## src/rtl/uart_cmd_sequencer.sv

```systemverilog
// UART command sequencer: commands queued in a FIFO and issued one at a time as send_cmd strobes, with ack wait, timeout and gap.
// Optional retry-on-timeout is built only when UART_CMD_RETRY_EN is defined.
module uart_cmd_sequencer #(
  parameter int unsigned CMD_W       = 8,
  parameter int unsigned DEPTH       = 8,
  parameter int unsigned TIMEOUT_CYC = 50000,
`ifdef UART_CMD_RETRY_EN
  parameter int unsigned MAX_RETRY   = 2,
`endif
  parameter int unsigned GAP_CYC     = 16
) (
  input  logic                   clk,
  input  logic                   RST,
  input  logic                   push,
  input  logic [CMD_W-1:0]       push_data,
  input  logic                   flush,
  input  logic                   en,
  input  logic                   cmd_sent,
  output logic [CMD_W-1:0]       cmd,
  output logic                   send_cmd,
  output logic                   full,
  output logic                   empty,
  output logic [$clog2(DEPTH):0] count,
  output logic                   busy,
  output logic                   done,
  output logic                   ovf,
  output logic                   to_err,
  output logic [15:0]            sent_cnt
);

  localparam int unsigned PTR_W = (DEPTH > 1) ? $clog2(DEPTH) : 1;
  localparam int unsigned CNT_W = $clog2(DEPTH) + 1;
  localparam int unsigned TMR_W = (TIMEOUT_CYC > 1) ? $clog2(TIMEOUT_CYC) : 1;
  localparam int unsigned GAP_N = (GAP_CYC == 0) ? 1 : GAP_CYC;
  localparam int unsigned GAP_W = (GAP_N > 1) ? $clog2(GAP_N) : 1;
`ifdef UART_CMD_RETRY_EN
  localparam int unsigned RTY_W = (MAX_RETRY > 0) ? $clog2(MAX_RETRY + 1) : 1;
`endif

  typedef enum logic [1:0] {IDLE, SEND, WAIT, GAP} state_t;

  state_t             state;
  logic [CMD_W-1:0]   mem [DEPTH];
  logic [PTR_W-1:0]   wr_ptr;
  logic [PTR_W-1:0]   rd_ptr;
  logic [TMR_W-1:0]   timer;
  logic [GAP_W-1:0]   gap_cnt;
  logic               cmd_sent_q;
`ifdef UART_CMD_RETRY_EN
  logic [RTY_W-1:0]   retry_cnt;
`endif

  logic push_ok;
  logic pop;
  logic sent_edge;

  // full is taken from the registered count, so a push while full drops even if a pop happens too
  assign full      = (count == CNT_W'(DEPTH));
  assign empty     = (count == '0);
  assign busy      = (state != IDLE);
  assign push_ok   = push && !full && !flush;
  assign pop       = (state == IDLE) && en && !empty && !flush;
  assign sent_edge = cmd_sent && !cmd_sent_q;

  // FIFO storage (no reset needed on data)
  always_ff @(posedge clk) begin
    if (push_ok) mem[wr_ptr] <= push_data;
  end

  // FIFO pointers, sequencer FSM and status registers
  always_ff @(posedge clk or posedge RST) begin
    if (RST) begin
      state      <= IDLE;
      wr_ptr     <= '0;
      rd_ptr     <= '0;
      count      <= '0;
      timer      <= '0;
      gap_cnt    <= '0;
      cmd_sent_q <= 1'b0;
      cmd        <= '0;
      send_cmd   <= 1'b0;
      done       <= 1'b0;
      ovf        <= 1'b0;
      to_err     <= 1'b0;
      sent_cnt   <= '0;
`ifdef UART_CMD_RETRY_EN
      retry_cnt  <= '0;
`endif
    end else begin
      cmd_sent_q <= cmd_sent;
      send_cmd   <= 1'b0;
      done       <= 1'b0;
      if (push && full && !flush) ovf <= 1'b1;

      if (flush) begin
        state  <= IDLE;
        wr_ptr <= '0;
        rd_ptr <= '0;
        count  <= '0;
      end else begin
        if (push_ok) wr_ptr <= wr_ptr + PTR_W'(1);
        if (pop)     rd_ptr <= rd_ptr + PTR_W'(1);
        if (push_ok && !pop)      count <= count + CNT_W'(1);
        else if (pop && !push_ok) count <= count - CNT_W'(1);

        case (state)
          IDLE: begin
            if (pop) begin
              cmd      <= mem[rd_ptr];
              send_cmd <= 1'b1;
              state    <= SEND;
`ifdef UART_CMD_RETRY_EN
              retry_cnt <= '0;
`endif
            end
          end
          SEND: begin
            timer <= '0;
            state <= WAIT;
          end
          WAIT: begin
            // an ack edge wins over a simultaneous timeout
            if (sent_edge) begin
              sent_cnt <= sent_cnt + 16'd1;
              gap_cnt  <= '0;
              state    <= GAP;
            end else if (timer == TMR_W'(TIMEOUT_CYC - 1)) begin
`ifdef UART_CMD_RETRY_EN
              if (retry_cnt < RTY_W'(MAX_RETRY)) begin
                retry_cnt <= retry_cnt + RTY_W'(1);
                send_cmd  <= 1'b1;
                state     <= SEND;
              end else begin
                to_err  <= 1'b1;
                gap_cnt <= '0;
                state   <= GAP;
              end
`else
              to_err  <= 1'b1;
              gap_cnt <= '0;
              state   <= GAP;
`endif
            end else begin
              timer <= timer + TMR_W'(1);
            end
          end
          GAP: begin
            if (gap_cnt == GAP_W'(GAP_N - 1)) begin
              done  <= empty;
              state <= IDLE;
            end else begin
              gap_cnt <= gap_cnt + GAP_W'(1);
            end
          end
          default: state <= IDLE;
        endcase
      end
    end
  end

endmodule

```

## config.mk

```make
export PLATFORM = sky130hd
export DESIGN_NAME = uart_cmd_sequencer
export DESIGN_NICKNAME = d
export VERILOG_FILES = /design/src/rtl/uart_cmd_sequencer.sv
export SDC_FILE = /design/constraint.sdc
export NUM_CORES = 1
export LEC_CHECK = 0
export CELL_PAD_IN_SITES_DETAIL_PLACEMENT = 1
export CELL_PAD_IN_SITES_GLOBAL_PLACEMENT = 1
export CORE_MARGIN = 4
export CORE_UTILIZATION = 33
export DETAILED_ROUTE_END_ITERATION = 8
export DONT_BUFFER_PORTS = 1
export GPL_TIMING_DRIVEN = 0
export MAX_ROUTING_LAYER = met4
export PLACE_DENSITY_LB_ADDON = 0.12
export SLEW_MARGIN = 20
export SYNTH_ARGS = -nofsm -noshare
export SYNTH_HDL_FRONTEND = slang
export SYNTH_SLANG_ARGS = --single-unit
```

## constraint.sdc

```tcl
create_clock -name clk -period 4.5 [get_ports clk]
set_input_delay 0.45 -clock clk [delete_from_list [all_inputs] [get_ports clk]]
set_output_delay 0.45 -clock clk [all_outputs]
set_load 0.1 [all_outputs]
```

# After elaboration in Yosys (flattened, before gate mapping)
# Memory sizes are Yosys's and may differ from the RTL's. A register that Yosys moved wholly into a read port is not among the register bits.
# Index checks and enable logic that the tools add are counted.
[totals] out_inout_bits=35 mem_count=1 ram_bits=64 in_bits=14 wordCells=93 register_bits=53
[mem_list] name="mem" depth=8 width=8 rd=1 rd_ports_with_merged_regs=1 wr=1 line_no="43" source="logic [CMD_W-1:0] mem [DEPTH];"
[op_classes] bitwise_logic=2 muxes=28 reduce_logical=30 n_eq_ne=13 add_sub_neg=7
[ops] op="$add 16x1->16 const B" n=2
[ops] op="$mux 16" n=2
[ops] op="$pmux 16 s2" n=1
[ops] op="$mux 4" n=6
[ops] op="$eq 16x16->1 const B" n=1
[ops] op="$mux 3" n=4
[ops] op="$reduce_and 4->1" n=3
[ops] op="$logic_and 1x1->1" n=10
[ops] op="$mux 2" n=5
[ops] op="$reduce_bool 2->1" n=5
[ops] op="$ne 3x3->1 const B" n=3
[ops] op="$reduce_and 3->1" n=3
[ops] op="$add 4x1->4 const B" n=2
[ops] op="$eq 4x4->1 const B" n=2
[ops] op="$mux 1" n=8
[ops] op="$pmux 2 s4" n=1
[ops] op="$pmux 4 s2" n=1
[ops] op="$add 3x1->3 const B" n=2
[ops] op="$logic_not 1->1" n=6
[ops] op="$ne 2x2->1 const B" n=3
[ops] op="$eq 2x2->1 const B" n=2
[ops] op="$logic_not 4->1" n=1
[ops] op="$ne 4x4->1 const B" n=1
[ops] op="$sub 4x1->4 const B" n=1
[ops] op="4 further kinds" n=5

# Longest topological paths before layout
# Gate-level depths: netlist (run 1).
[logic_depth] ltp_word=9 depth_mapped=10 depth_no_buf=10

# Worst setup path after synthesis (run 1)
# OpenSTA, ideal clock, no wires.
[synth_timing] kind="register to register" start="register count[3]" end="register count[3]" period_less_slack_ns=5.940 stages_incl_launch_ff=10 arrival_ns=5.805 t_required_ns=4.365 setup_slack_ns=-1.440 n_path_buf=0 path_cell_list="dfrtp_1 nor4b_1 nor3b_1 nand2_1 ha_1 a21o_1 a21oi_1 nor3_1 o21ai_0 o211ai_1"
[synth_between] word_cells_on_any_way=18 classes_between="2 x add/sub; 1 x eq/ne; 3 x mux; 12 x reduce/logical"
[synth_lines] item="from (decl)" line_no="23" source="output logic [$clog2(DEPTH):0] count,"
[synth_lines] item="from (signal assigned)" line_no="103" source="if (push_ok && !pop) count <= count + CNT_W'(1);"
[synth_lines] item="from (signal assigned)" line_no="104" source="else if (pop && !push_ok) count <= count - CNT_W'(1);"
[synth_lines] item="$eq 4x4->1 *" line_no="58" source="assign full = (count == CNT_W'(DEPTH));"
[synth_lines] item="named net full" line_no="21" source="output logic full,"
[synth_lines] item="$logic_not 1->1 *" line_no="61" source="assign push_ok = push && !full && !flush;"
[synth_lines] item="$logic_and 1x1->1 * (2 in a row)" line_no="61"
[synth_lines] item="$logic_and 1x1->1 / $logic_not 1->1 (equally long branches)" line_no="103, 104"
[synth_lines] item="$mux 4 / $logic_and 1x1->1 (equally long branches)" line_no="103, 104"
[synth_lines] item="$mux 4 / $reduce_bool 3->1 (equally long branches)"
# The timed path passes the listed nets; every way through them passes the cells marked *. The select of a mux whose other input is x is not followed.
# A chain may end at the register's enable or synchronous reset.

# Worst setup path after layout (run 1)
[layout_timing] start="register count[0]" end="register count[3]"
[layout_between] elab_chain_len=8 word_cells_on_any_way=18 classes_between="2 x add/sub; 1 x eq/ne; 3 x mux; 12 x reduce/logical"
[layout_rtl] item="parallel branches: the longest is 8 deep, another holds $sub 4x1->4"
# Several ways; the timed one is not identified. The select of a mux whose other input is x is not followed.

==> results of run 1 <==
==> timing repair <==
action	CTS	global route
endpoints found under the setup margin	0	0
endpoints found under the hold margin	29	0
hold buffers	1	0
==> state kept, by name (all words and copies together) (netlist names), 2 cells and up <==
signal / flops
count: 4
sent_cnt: 16
cmd: 8
gap_cnt: 4
state: 2
rd_ptr: 3
mem: 64
wr_ptr: 3
timer: 16
==> area by class of cell <==
type,count,area share (%)
timing repair buffer,9,1.55
clock inverter,8,1.45
inverter,15,0.919
clock buffer,24,7.53
multi-input combinational,244,29.5
sequential,125,53.9
tap,216,4.22
buffer,15,0.919
==> power groups by stage <==
stage	combinational, uW	sequential, uW	clock (uW)
after floorplan	604	1870	0
after global placement	744	1900	0
after detailed placement	795	1910	0
after CTS	803	1890	1360
after global routing	881	1910	1410
final	786	1890	1310
==> cell usage in the layout, fill, tap and decap left out, drive strengths merged, types with 2 or more instances in the layout <==
cell and n:
mux2i 9, nor4 4, nor2 35, nand3 21, nand2b 5, or4 3, bufinv 2, o31ai 3
a21o 7, clkinv 5, dfrtp 61, edfxtp 64, ha 10, or2 2, xor2 9, buf 11
nand2 27, and4 3, a2111oi 2, inv 15, o21ai 11, and2 2, and3 10, clkbuf 36
xnor2 23, or4b 2, nand4 5, nor3 9, mux4 16, a21oi 12
==> critical path: stages, from the launching register on <==
cell,delay (ps)
sky130_fd_sc_hd__dfrtp_1,800
sky130_fd_sc_hd__or4_1,760
sky130_fd_sc_hd__nand3_1,250
sky130_fd_sc_hd__nand2_1,170
sky130_fd_sc_hd__ha_1,310
sky130_fd_sc_hd__a21o_1,180
sky130_fd_sc_hd__a21oi_1,220
sky130_fd_sc_hd__nor3_1,90
sky130_fd_sc_hd__o21ai_0,190
sky130_fd_sc_hd__o211ai_1,120
==> through the flow <==
step                      instances  hold slack, ps  utilization (%)
after global placement          615             482             35.5
after detailed placement        623             364             36.3
after CTS                       656            46.2             40.0
final                           656            73.5             40.0
after floorplan                 399             475                -
after global routing            656            45.2             40.0
==> worst max-delay path by stage <==
stage,start,to,slack [ps]
6_report,count[0],count[3],1300
5_1_grt,count[0],count[3],1080
4_1_cts,count[0],count[3],1280
3_5_place_dp,count[0],count[3],1290
3_3_place_gp,count[3],count[3],-290
2_1_floorplan,count[3],count[3],140
==> routing by layer <==
metal | vias to the layer above | GRT usage (%) | routed length, um
met5 | - | - | 0
met3 | 8 | 4.63 | 485
met4 | 0 | 5.21 | 100
met1 | 1651 | 19.3 | 5720
met2 | 55 | 23.8 | 6190
li1 | 1512 | - | -
==> cells by family (layout without fill, tap and decap cells) <==
family	count (synthesis)	count (layout)
AND/OR/NAND/NOR	135	135
flip-flops	125	125
multiplexers	26	26
AO/OA/AOI/OAI	40	40
XOR/XNOR	32	32
adder cells (fa/ha/maj)	11	11
buffers and inverters	30	71
==> flow_results.org, run 1 <==
** STA
- Setup repair after global routing left no endpoint under its margin.
- Maximum clock frequency :: 312 MHz
- Clock skew on the completed layout was measured at 9.41 ps.
- Number of setup violations in the final report :: 0
- Slew margin rel. :: 26.4%
- Summed over all failing endpoints, the final setup total negative slack is 0 ps.
- Minimum clock period :: 3200 ps
- Actual slew at the worst max-slew pin :: 1100 ps
- After layout, the worst path uses 71.2% of the clock period.
- Number of slew-limit violations in the final report :: 0
- Setup slack of the critical path after layout :: 1300 ps
- Hold violation total from the final report :: 0

** Yosys
- The synthesized netlist devotes 5.18% of its cell area to XOR and XNOR gates.
- When the netlist entered floorplanning its net count stood at 424.
- Sequential cells were found to cover 63.7% of the synthesized design area.
- The largest total area in the synthesized netlist belongs to sky130_fd_sc_hd__edfxtp_1.
- Area share of fa/ha/maj cells after synthesis :: 2.68%
- A synthesized cell averages 13.6 um^2.
- The synthesized design contains 64 enable-type register cells.
- Counting every instance in the synthesized netlist gives 399.
- Count of yosys warnings during synthesis :: 0
- Summing the areas of all compound-gate instances in the mapped netlist gives 4.67% of the synthesized area.
- Ranked by total cell area, the synthesized netlist is headed by sky130_fd_sc_hd__edfxtp_1 36%, sky130_fd_sc_hd__dfrtp_1 28%, sky130_fd_sc_hd__mux4_2 6.7%, sky130_fd_sc_hd__xnor2_1 3.7%, sky130_fd_sc_hd__nor2_1 2.4%.
- Combinational family with the most area after synthesis :: simple AND/OR/NAND/NOR gates
- Synthesis inferred 125 register bits.
- Ranked by instance count, the synthesized netlist is headed by 64 x sky130_fd_sc_hd__edfxtp_1, 61 x sky130_fd_sc_hd__dfrtp_1, 35 x sky130_fd_sc_hd__nor2_1.
- The mapped netlist covers 5410 um^2.
- Share of cell area taken by muxes after synthesis :: 8.53%
- Library cell with the highest instance count after synthesis :: sky130_fd_sc_hd__edfxtp_1
- Of the post-synthesis cell area, the dominant cell type holds 35.5%.
- Counting flops with an async set or reset pin after synthesis yields a share of 48.8%.
- Yosys mapped the design onto 49 distinct sky130hd cell types.
- For this run, the leading register cell type out of synthesis is sky130_fd_sc_hd__edfxtp_1.
- Area share of and/or/nand/nor cells after synthesis :: 13.1%

** Cells and area
- Area growth, synth to finish :: 18.2%
- Register area :: 3450 um^2
- Share of cells above drive strength 1 :: 15.7%
- After the last flow step, the layout net total stands at 452.
- After routing the design area is 6400 um^2.
- Total inserted antenna cells :: 0
- Fillcell total :: 1,702
- Area of combinational cells with multiple inputs :: 1890 um^2

** CTS
- Clock-pin slew was measured on the worst setup and hold paths at 50 ps.
- Total number of H-tree levels :: 4
- Clock latency on the worst-skew pair, taken at its later pin, is 410 ps.
- The tree built by TritonCTS fans out to 125 sinks.
- The tree is rooted in a sky130_fd_sc_hd__clkbuf_16.
- TritonCTS clock tree :: built
- Post-CTS repair changed the size of 0 cells.
- Buffers inserted during clock tree synthesis total 17.
- The clock passes through at most 2 buffers.
- Post-CTS timing repair inserted 0 buffers for setup.

** Floorplan
- Row generation in the floorplan step produced 46 rows.
- Measured along the x axis, the die boundary spans 136 um.
- The die is 136 um tall.
- Std-Cell Core Area :: 16,000 um^2
- Total die area :: 18,500 um^2
- Top Ports :: 49
- Effective utilization at floorplan :: 33.8%

** Worst setup path
- Reg2Reg Depth :: 9
- Data on the critical path is required at its endpoint by 4780 ps.
- In this run the critical register-to-register path is launched from count[0].
- Along the worst path, the maximum fanout reaches 6.
- Flop-to-flop setup slack :: 1300 ps
- The worst setup path is of the flip-flop to flip-flop kind.
- The worst setup path is launched from a flip-flop.
- Data on the critical path arrives at its endpoint at 3480 ps.
- Reg-to-Reg End :: count[3]
- Setup crit end kind :: flip-flop

** Min path
- Hold WC Path Type :: primary input to flip-flop
- In this run the most critical hold path is launched from cmd_sent.
- Worst Hold Depth :: 0
- Hold Path Sink :: cmd_sent_q

** Power and ir drop
- VDD sags by at most 0.338 mV.
- Net switching is 38.7% of the power.
- In this run the power density over the cells is 623 nW/um^2.
- Summed over all cells, the static leakage comes to 0.00243 uW.
- Sequential fraction of design power :: 47.3%
- Switching power :: 1540 uW
- Combinational logic burns 19.7% of the power.
- Total power for the finished layout comes to 3990 uW.
- The internal power of the cells totals 2440 uW.
- The share of total power dissipated in the clock network is 33.0%.

** GRT
- Overflow left after global routing :: 0
- Largest net degree at the start of global routing :: 33
- Number of antenna violations at the first check in global routing :: 0
- First-pass GRT wire length :: 20,700 um
- Total routing resource utilization after global routing :: 15.4%
- The via count of the first global-routing pass was 3,676.

** Route
- After detailed routing, the number of vias per cell comes to 4.92.
- # DRC :: 0
- WL per Instance :: 19.1 um
- The count of nets left with antenna violations once routing finished came out at 0.
- DR pass1 iterations :: 4
- For this block, the initial DRC count from the detailed router was 138.
- Summed over all layers, the routed wires come to 12,500 um.
- Via Count :: 3,226

** Status
- The flow ran to the end, and the final reports show no timing, DRC or antenna violations.

** Job
- The tool flagged a number of max-cap violations equal to 0.

** Placement
- Detailed placement finished with a half-perimeter wire length of 8780 um.
- Summing all placed instances gives a cell area of 5810 um^2.
- At the end of routability-driven placement, the weighted congestion stood at 0.752.
- Before CTS, the worst setup slack after placement is 1290 ps.
- Port buffering added 0 buffers.
No activity file was read; power rests on OpenSTA's default activity.
==> inputs of run 2 (changes only) <==
==> constraint.sdc (replaced) <==
create_clock -name clk -period 2.79 [get_ports clk]
set_input_delay 0.279 -clock clk [delete_from_list [all_inputs] [get_ports clk]]
set_output_delay 0.279 -clock clk [all_outputs]
set_load 0.1 [all_outputs]
==> run 2 against run 1 <==
Utilization rose by 1.7 points. Sequential share of layout area fell by 2.0 points. Fmax rose by 18%. Die area did not move. Combinational power is 69% higher. Flip-flop and latch count unchanged. Critical endpoint is now mem[2][7]. Largest power group unchanged. Highest routed layer unchanged.
==> flow_results.org, run 2 (synthesis results as in run 1) <==
** Power and ir drop
- The clock network burns 35.9% of the power.
- Cell Int Power :: 4220 uW
- For this design the total switching power over the nets is 2650 uW.
- Summed over all cells, the static leakage comes to 0.00253 uW.
- The worst-case IR drop observed on VDD is 0.563 mV.
- Sequential cells burn 44.7% of the power.
- In this run switching power makes up 38.5% of total power.
- The share of total power dissipated in combinational logic is 19.4%.
- Power spread over the standard cell area amounts to 1030 nW/um^2.

** Worst setup path
- Critical path required time :: 2910 ps
- In this run the critical register-to-register path is launched from count[3].
- Startpoint type of the worst setup path :: flip-flop
- Reg-to-Reg End :: mem[2][7]
- The worst setup path is captured at a flip-flop.
- For the worst setup path, the data arrival time is 2840 ps.
- Crit Path Category :: flip-flop to flip-flop
- For flop-to-flop paths, the worst setup slack is 70 ps.
- Along the worst path, the maximum fanout reaches 6.
- Reg2Reg Depth :: 6

** Status
- The run finished with clean final reports.

** Job
- # Max-Cap Violations :: 0

** Placement
- Detailed-placement wirelength estimate :: 8560 um
- Final weighted congestion in routability-driven placement :: 0.747
- Prior to clock tree synthesis, the placed netlist has a worst setup slack of -21.8 ps.
- In this run, placement finished with an instance count of 622.
- # port buffers :: 0

** Floorplan
- During I/O placement, the number of pins put on the boundary was 49.
- Once the floorplan was initialized, standard cells occupied 33.8% of the core.
- The floorplan step set the die width to 136 um.
- The floorplan step defined a die boundary enclosing 18,500 um^2.
- Std-Cell Core Area :: 16,000 um^2
- Height of the die :: 136 um
- Row generation in the floorplan step produced 46 rows.

** Min path
- The worst hold path was traced through 3 stages.
- In this run the most critical hold path is launched from en.
- Hold Path Sink :: rd_ptr[1]
- Hold WC Path Type :: primary input to flip-flop

** CTS
- The clock tree synthesis step divided the H-tree into 4 levels.
- Clock-pin slew was measured on the worst setup and hold paths at 50 ps.
- The clock drives 125 sinks.
- The number of clock buffers added by TritonCTS is 17.
- The tree is rooted in a sky130_fd_sc_hd__clkbuf_16.
- At the later pin of the worst-skew pair, clock insertion delay measures 420 ps.
- In this run the deepest clock path goes through 2 buffers.
- TritonCTS built the clock tree.

** GRT
- Global routing used 15.2% of the available tracks across all layers.
- Largest net degree at the start of global routing :: 47
- Number of antenna violations at the first check in global routing :: 0
- Via count of the first global-routing pass :: 3,535
- The first global-routing pass estimated 20,400 um of wire.
- After global routing the overflow that remains totals 0.

** Route
- Wirelength, routed :: 12,700 um
- Via Count :: 3,323
- After detailed routing, the number of remaining DRC violations is 0.
- The first detailed-routing pass took 4 iterations.
- First DRT Iteration DRCs :: 162
- Dividing the detail-routed wire length by the instance count gives 19.1 um.
- In this run the remaining antenna-violating nets after routing total 0.
- After detailed routing, the number of vias per cell comes to 4.99.

** Cells and area
- The register with the most flip-flops in the final layout is mem.
- The number of antenna diodes in the final layout is 0.
- The largest registers in the layout are mem x64, sent_cnt x16, timer x16.
- Leading cell types in the layout, fill and taps excluded :: 64 x sky130_fd_sc_hd__edfxtp_1, 57 x sky130_fd_sc_hd__dfrtp_1, 33 x sky130_fd_sc_hd__nor2_1, 27 x sky130_fd_sc_hd__nand2_1, 23 x sky130_fd_sc_hd__xnor2_1
- Area growth, synth to finish :: 23.1%
- Share of cells above drive strength 1 :: 20.0%
- Filler-free cell count of the finished design :: 666
- Number of flip-flops under the largest register name :: 64
- Fill cells in the final layout number 1,680.
- Leaving out fill and tap cells, the most frequent cell in the layout is sky130_fd_sc_hd__edfxtp_1.
- Number of nets in the final layout :: 462

** STA
- Final worst clock skew :: 8.48 ps
- For this run, the top clock speed supported by timing is 368 MHz.
- In this run the tightest slew margin relative to its limit is 30.5%.
- Of the available clock period, the critical path in the final layout requires 97.4%.
- The clock period could shrink to 2720 ps.
- For the pin with the worst max-slew slack, the measured transition is 1040 ps.
- Setup slack closes at 72.0 ps.
- Number of setup violations in the final report :: 0
- Setup repair after global routing could not meet its margin everywhere.
- Number of slew-limit violations in the final report :: 0
- Hold violation total from the final report :: 0
[run 2: cell types whose count changed in the layout (fill, tap and decap cells not counted), sizes merged]
cell,before,now
bufinv,2,5
dlygate4sd3,1,11
clkinvlp,1,2
inv,15,20
clkbuf,36,29
clkinv,5,3
[run 2: power groups by stage]
stage                     clock, uW  combinational, uW  sequential, uW
after floorplan                   0                998            3030
after global placement            0               1220            3080
after detailed placement          0               1300            3100
after CTS                      2520               1350            3070
after global routing           2620               1490            3100
final                          2470               1330            3070
[run 2: routing by layer]
layer / share of wire [%] / track usage (%) / vias to the layer above
li1: - / - / 1539
met1: 47 / 20.2 / 1698
met2: 47 / 22.8 / 70
met3: 5.1 / 4.37 / 16
met4: 1.2 / 4.70 / 0
met5: 0 / - / -
[run 2: layout make-up]
cell class,count,area [um^2],share of cell area [%]
Buffer,15,60.1,0.901
Clock buffer,17,425,6.38
Clock inverter,15,234,3.51
Inverter,15,58.8,0.883
Multi-Input combinational cell,244,1930,28.9
Sequential cell,125,3460,51.9
Tap cell,216,270,4.06
Timing Repair Buffer,19,226,3.40
[run 2: metrics by stage]
step	setup TNS [ps]	hold WS (ps)	total power (uW)	cell area, um^2	util [%]
floorplan	-2130	310	4030	5450	-
global placement	-28780	311	4300	5720	35.8
detailed placement	-102	120	4400	5850	36.6
CTS	0	1.29	6940	6640	41.5
global route	-7.28	187	7200	6660	41.6
finish	0	173	6870	6660	41.6
[run 2: how the worst max path moves through the flow]
stage | startpoint | endpoint | slack, ps
final | count[3] | mem[2][7] | 70
after global routing | count[2] | count[3] | -7
after CTS | count[2] | mem[2][7] | 50
after detailed placement | count[0] | count[3] | -20
after global placement | count[1] | mem[2][4] | -700
after floorplan | count[3] | count[3] | -380
[run 2: critical path: stages (launching register included)]
cell	delay, ps
sky130_fd_sc_hd__dfrtp_2	630
sky130_fd_sc_hd__nor4b_4	260
sky130_fd_sc_hd__buf_6	140
sky130_fd_sc_hd__or3b_2	430
sky130_fd_sc_hd__clkbuf_1	220
sky130_fd_sc_hd__nor3_2	470
sky130_fd_sc_hd__buf_4	260
[run 2: timing repair]
action / in CTS / in global routing
setup buffers: 1 / 0
endpoints found under the hold margin: 84 / 1
pin swaps: 1 / 1
resized for setup: 3 / 4
endpoints found under the setup margin: 9 / 23
hold buffers: 10 / 1
==> inputs of run 3 (changes only) <==
--- a/config.mk
+++ b/config.mk
@@ -8,7 +8,7 @@
 export CELL_PAD_IN_SITES_DETAIL_PLACEMENT = 1
 export CELL_PAD_IN_SITES_GLOBAL_PLACEMENT = 1
 export CORE_MARGIN = 4
-export CORE_UTILIZATION = 33
+export CORE_UTILIZATION = 45
 export DETAILED_ROUTE_END_ITERATION = 8
 export DONT_BUFFER_PORTS = 1
 export GPL_TIMING_DRIVEN = 0
==> run 3 against run 2 <==
Register-to-register slack gained 80 ps. Setup slack gained 60 ps. Global-route usage grew 3.7 points. Flip-flop and latch count is the same. Count of clock-buffer cells in the layout grew 1. Critical path type is now flip-flop to output port. Largest power group unchanged.
==> flow_results.org, run 3 (synthesis results as in run 1) <==
** Min path
- The worst hold path belongs to the class primary input to flip-flop.
- Worst Hold Depth :: 1

** Cells and area
- Leading cell types in the layout, fill and taps excluded :: 64 x sky130_fd_sc_hd__edfxtp_1, 57 x sky130_fd_sc_hd__dfrtp_1, 32 x sky130_fd_sc_hd__nor2_1, 26 x sky130_fd_sc_hd__nand2_1, 23 x sky130_fd_sc_hd__xnor2_1
- Leaving out fill and tap cells, the most frequent cell in the layout is sky130_fd_sc_hd__edfxtp_1.
- Area growth, synth to finish :: 22.3%
- Leaving out filler cells and counting taps, the final layout contains 592.
- Largest registers :: mem x64, sent_cnt x16, timer x16
- The register with the most flip-flops in the layout has 64 of them.
- 0 antenna diodes ended up in the layout.
- Counting flops per register, the top entry is mem.
- Number of nets in the final layout :: 461
- Final core utilization :: 57.0%
- Share of cells above drive strength 1 :: 20.3%

** Worst setup path
- Startpoint type of the worst setup path :: flip-flop
- Flop-to-flop setup slack :: 150 ps
- Worst path arrival time :: 2380 ps
- Crit Path Category :: flip-flop to output port
- For the worst flop-to-flop path, the logic depth is 9.
- Critical path required time :: 2510 ps
- STA classifies the critical path endpoint as an output port.
- Of all nets on the critical path, the largest fanout is 6.

** Route
- # DRC :: 0
- DR pass1 iterations :: 4
- After detailed routing, the average wire length per cell comes to 20.1 um.
- The final layout contains routed wiring with a total length of 11,900 um.
- Once detail routing completed, the nets flagged for antenna violations numbered 0.
- First DRT Iteration DRCs :: 168
- Via density per instance :: 5.60
- The routed layout has 3,316 vias.

** GRT
- Number of antenna violations at the first check in global routing :: 0
- Summed over all layers, the global routing overflow is 0.
- Global routing consumed, over all layers together, 18.9% of the routing resources.
- The via count of the first global-routing pass was 3,608.
- The first global-routing pass estimated 19,800 um of wire.
- Largest net degree at the start of global routing :: 56

** Status
- Result of the run :: completed

** Power and ir drop
- Per report_power, the clock group accounts for 36.2% of the total.
- Across the VDD grid, the largest voltage drop is 0.900 mV.
- Internal power comes to 4300 uW.
- Net Sw Frac :: 37.5%
- The analysis attributes to cell leakage a power of 0.00253 uW.
- Summing internal, switching and leakage power gives 6880 uW.
- Sequential fraction of design power :: 44.6%
- Switching power :: 2580 uW
- Power spread over the standard cell area amounts to 1040 nW/um^2.
- Power share of the combinational group :: 19.3%

** Floorplan
- The core region is 11,600 um^2.
- The initialized floorplan defines 39 standard-cell rows.
- The die covers 13,800 um^2.
- During I/O placement, the number of pins put on the boundary was 49.
- Effective utilization at floorplan :: 46.6%
- Die width :: 118 um
- The floorplan step set the die height to 118 um.

** CTS
- The root buffer cell chosen for the clock tree is sky130_fd_sc_hd__clkbuf_16.
- Counting the buffers created by CTS gives 17.
- The longest clock path from root to sink contains 2 buffers.
- Worst-skew pair later-pin latency :: 410 ps
- CTS Sinks :: 125
- TritonCTS clock tree :: built
- The H-tree generated during clock tree synthesis spans 4 levels.
- Clk slew on worst S/H paths :: 60 ps

** Placement
- Once placement completed, the tool counted placed cells totaling 548.
- Detailed-placement wirelength estimate :: 7740 um
- In this run the tool buffered the top-level ports with 0 buffer cells.
- At the end of routability-driven placement, the weighted congestion stood at 0.783.

** STA
- Actual slew at the worst max-slew pin :: 1000 ps
- For the final database, setup skew stands at 7.23 ps.
- The number of endpoints with negative hold slack in the final report is 0.
- Headroom to the max-slew limit came out at 33.1%.
- The max-slew violation count is 0.
- Setup violations remaining at the end of the flow were counted as 0.
- Subtracting the final worst setup slack from the clock period gives 2660 ps.
- Maximum clock frequency :: 376 MHz
- Share of the clock period used by the worst path :: 95.3%

** Job
- # Max-Cap Violations :: 0
==> run 3: cell count changes in the layout (fill, tap and decap cells not counted), moves of 2 or more <==
cell	delta
sky130_fd_sc_hd__nor3_2	-3
sky130_fd_sc_hd__inv_6	-3
sky130_fd_sc_hd__nor3_4	+3
sky130_fd_sc_hd__clkinvlp_4	+2
==> run 3: through the flow <==
| step | setup TNS [ps] | setup slack, ps | hold slack, ps | cell area (um^2) |
|---|---|---|---|---|
| 2_1_floorplan | -2130 | -376 | 310 | 5450 |
| 3_3_place_gp | -24280 | -599 | 311 | 5630 |
| 3_5_place_dp | -4840 | -272 | 49.1 | 5750 |
| 4_1_cts | -421 | -28.3 | 9.52 | 6600 |
| 5_1_grt | -4.65 | -4.65 | 13.7 | 6620 |
| 6_report | 0 | 132 | 25.2 | 6620 |
==> run 3: routing by layer <==
metal | GRT usage [%] | wire (um) | up-vias
met1 | 23.8 | 5370 | 1707
met2 | 29.9 | 5960 | 61
met4 | 5.93 | 124 | 0
li1 | - | - | 1540
met5 | - | 0 | -
met3 | 5.38 | 455 | 8
==> run 3: final timing paths <==
kind | from | to
worst min-delay path | push | ovf
min in group asynchronous | RST | cmd[6]
max in group asynchronous | RST | count[1]
worst min register to register | gap_cnt[2] | gap_cnt[2]
worst max register to register | count[0] | count[3]
worst max-delay path | count[0] | empty
==> run 3: area by class of cell <==
type	count	area [um^2]
clock buffers	18	429
well taps	143	179
fillers	1145	5000
clock inverters	14	241
plain buffers	14	56.3
inverters	15	58.8
repair buffers	19	236
multi-input cells	244	1950
flip-flops and latches	125	3460
==> run 3: worst max-delay path, cell delays in order, from the launching register on <==
cell	delay (ps)
sky130_fd_sc_hd__dfrtp_4	640
sky130_fd_sc_hd__or4_1	630
sky130_fd_sc_hd__inv_1	690
==> run 3: repair_timing <==
item | in CTS | in global routing
endpoints found under the hold margin | 126 | 0
pin swaps | 2 | 1
setup endpoints to repair | 52 | 28
hold buffers | 10 | 0
gates resized for setup | 7 | 6
setup buffers | 3 | 0
cloned | 0 | 0
==> run 3: power groups by stage <==
stage | clock [uW] | sequential (uW) | combinational (uW)
floorplan | 0 | 3030 | 998
finish | 2490 | 3070 | 1330
detailed placement | 0 | 3090 | 1290
global placement | 0 | 3080 | 1190
global route | 2640 | 3100 | 1470
CTS | 2540 | 3070 | 1340
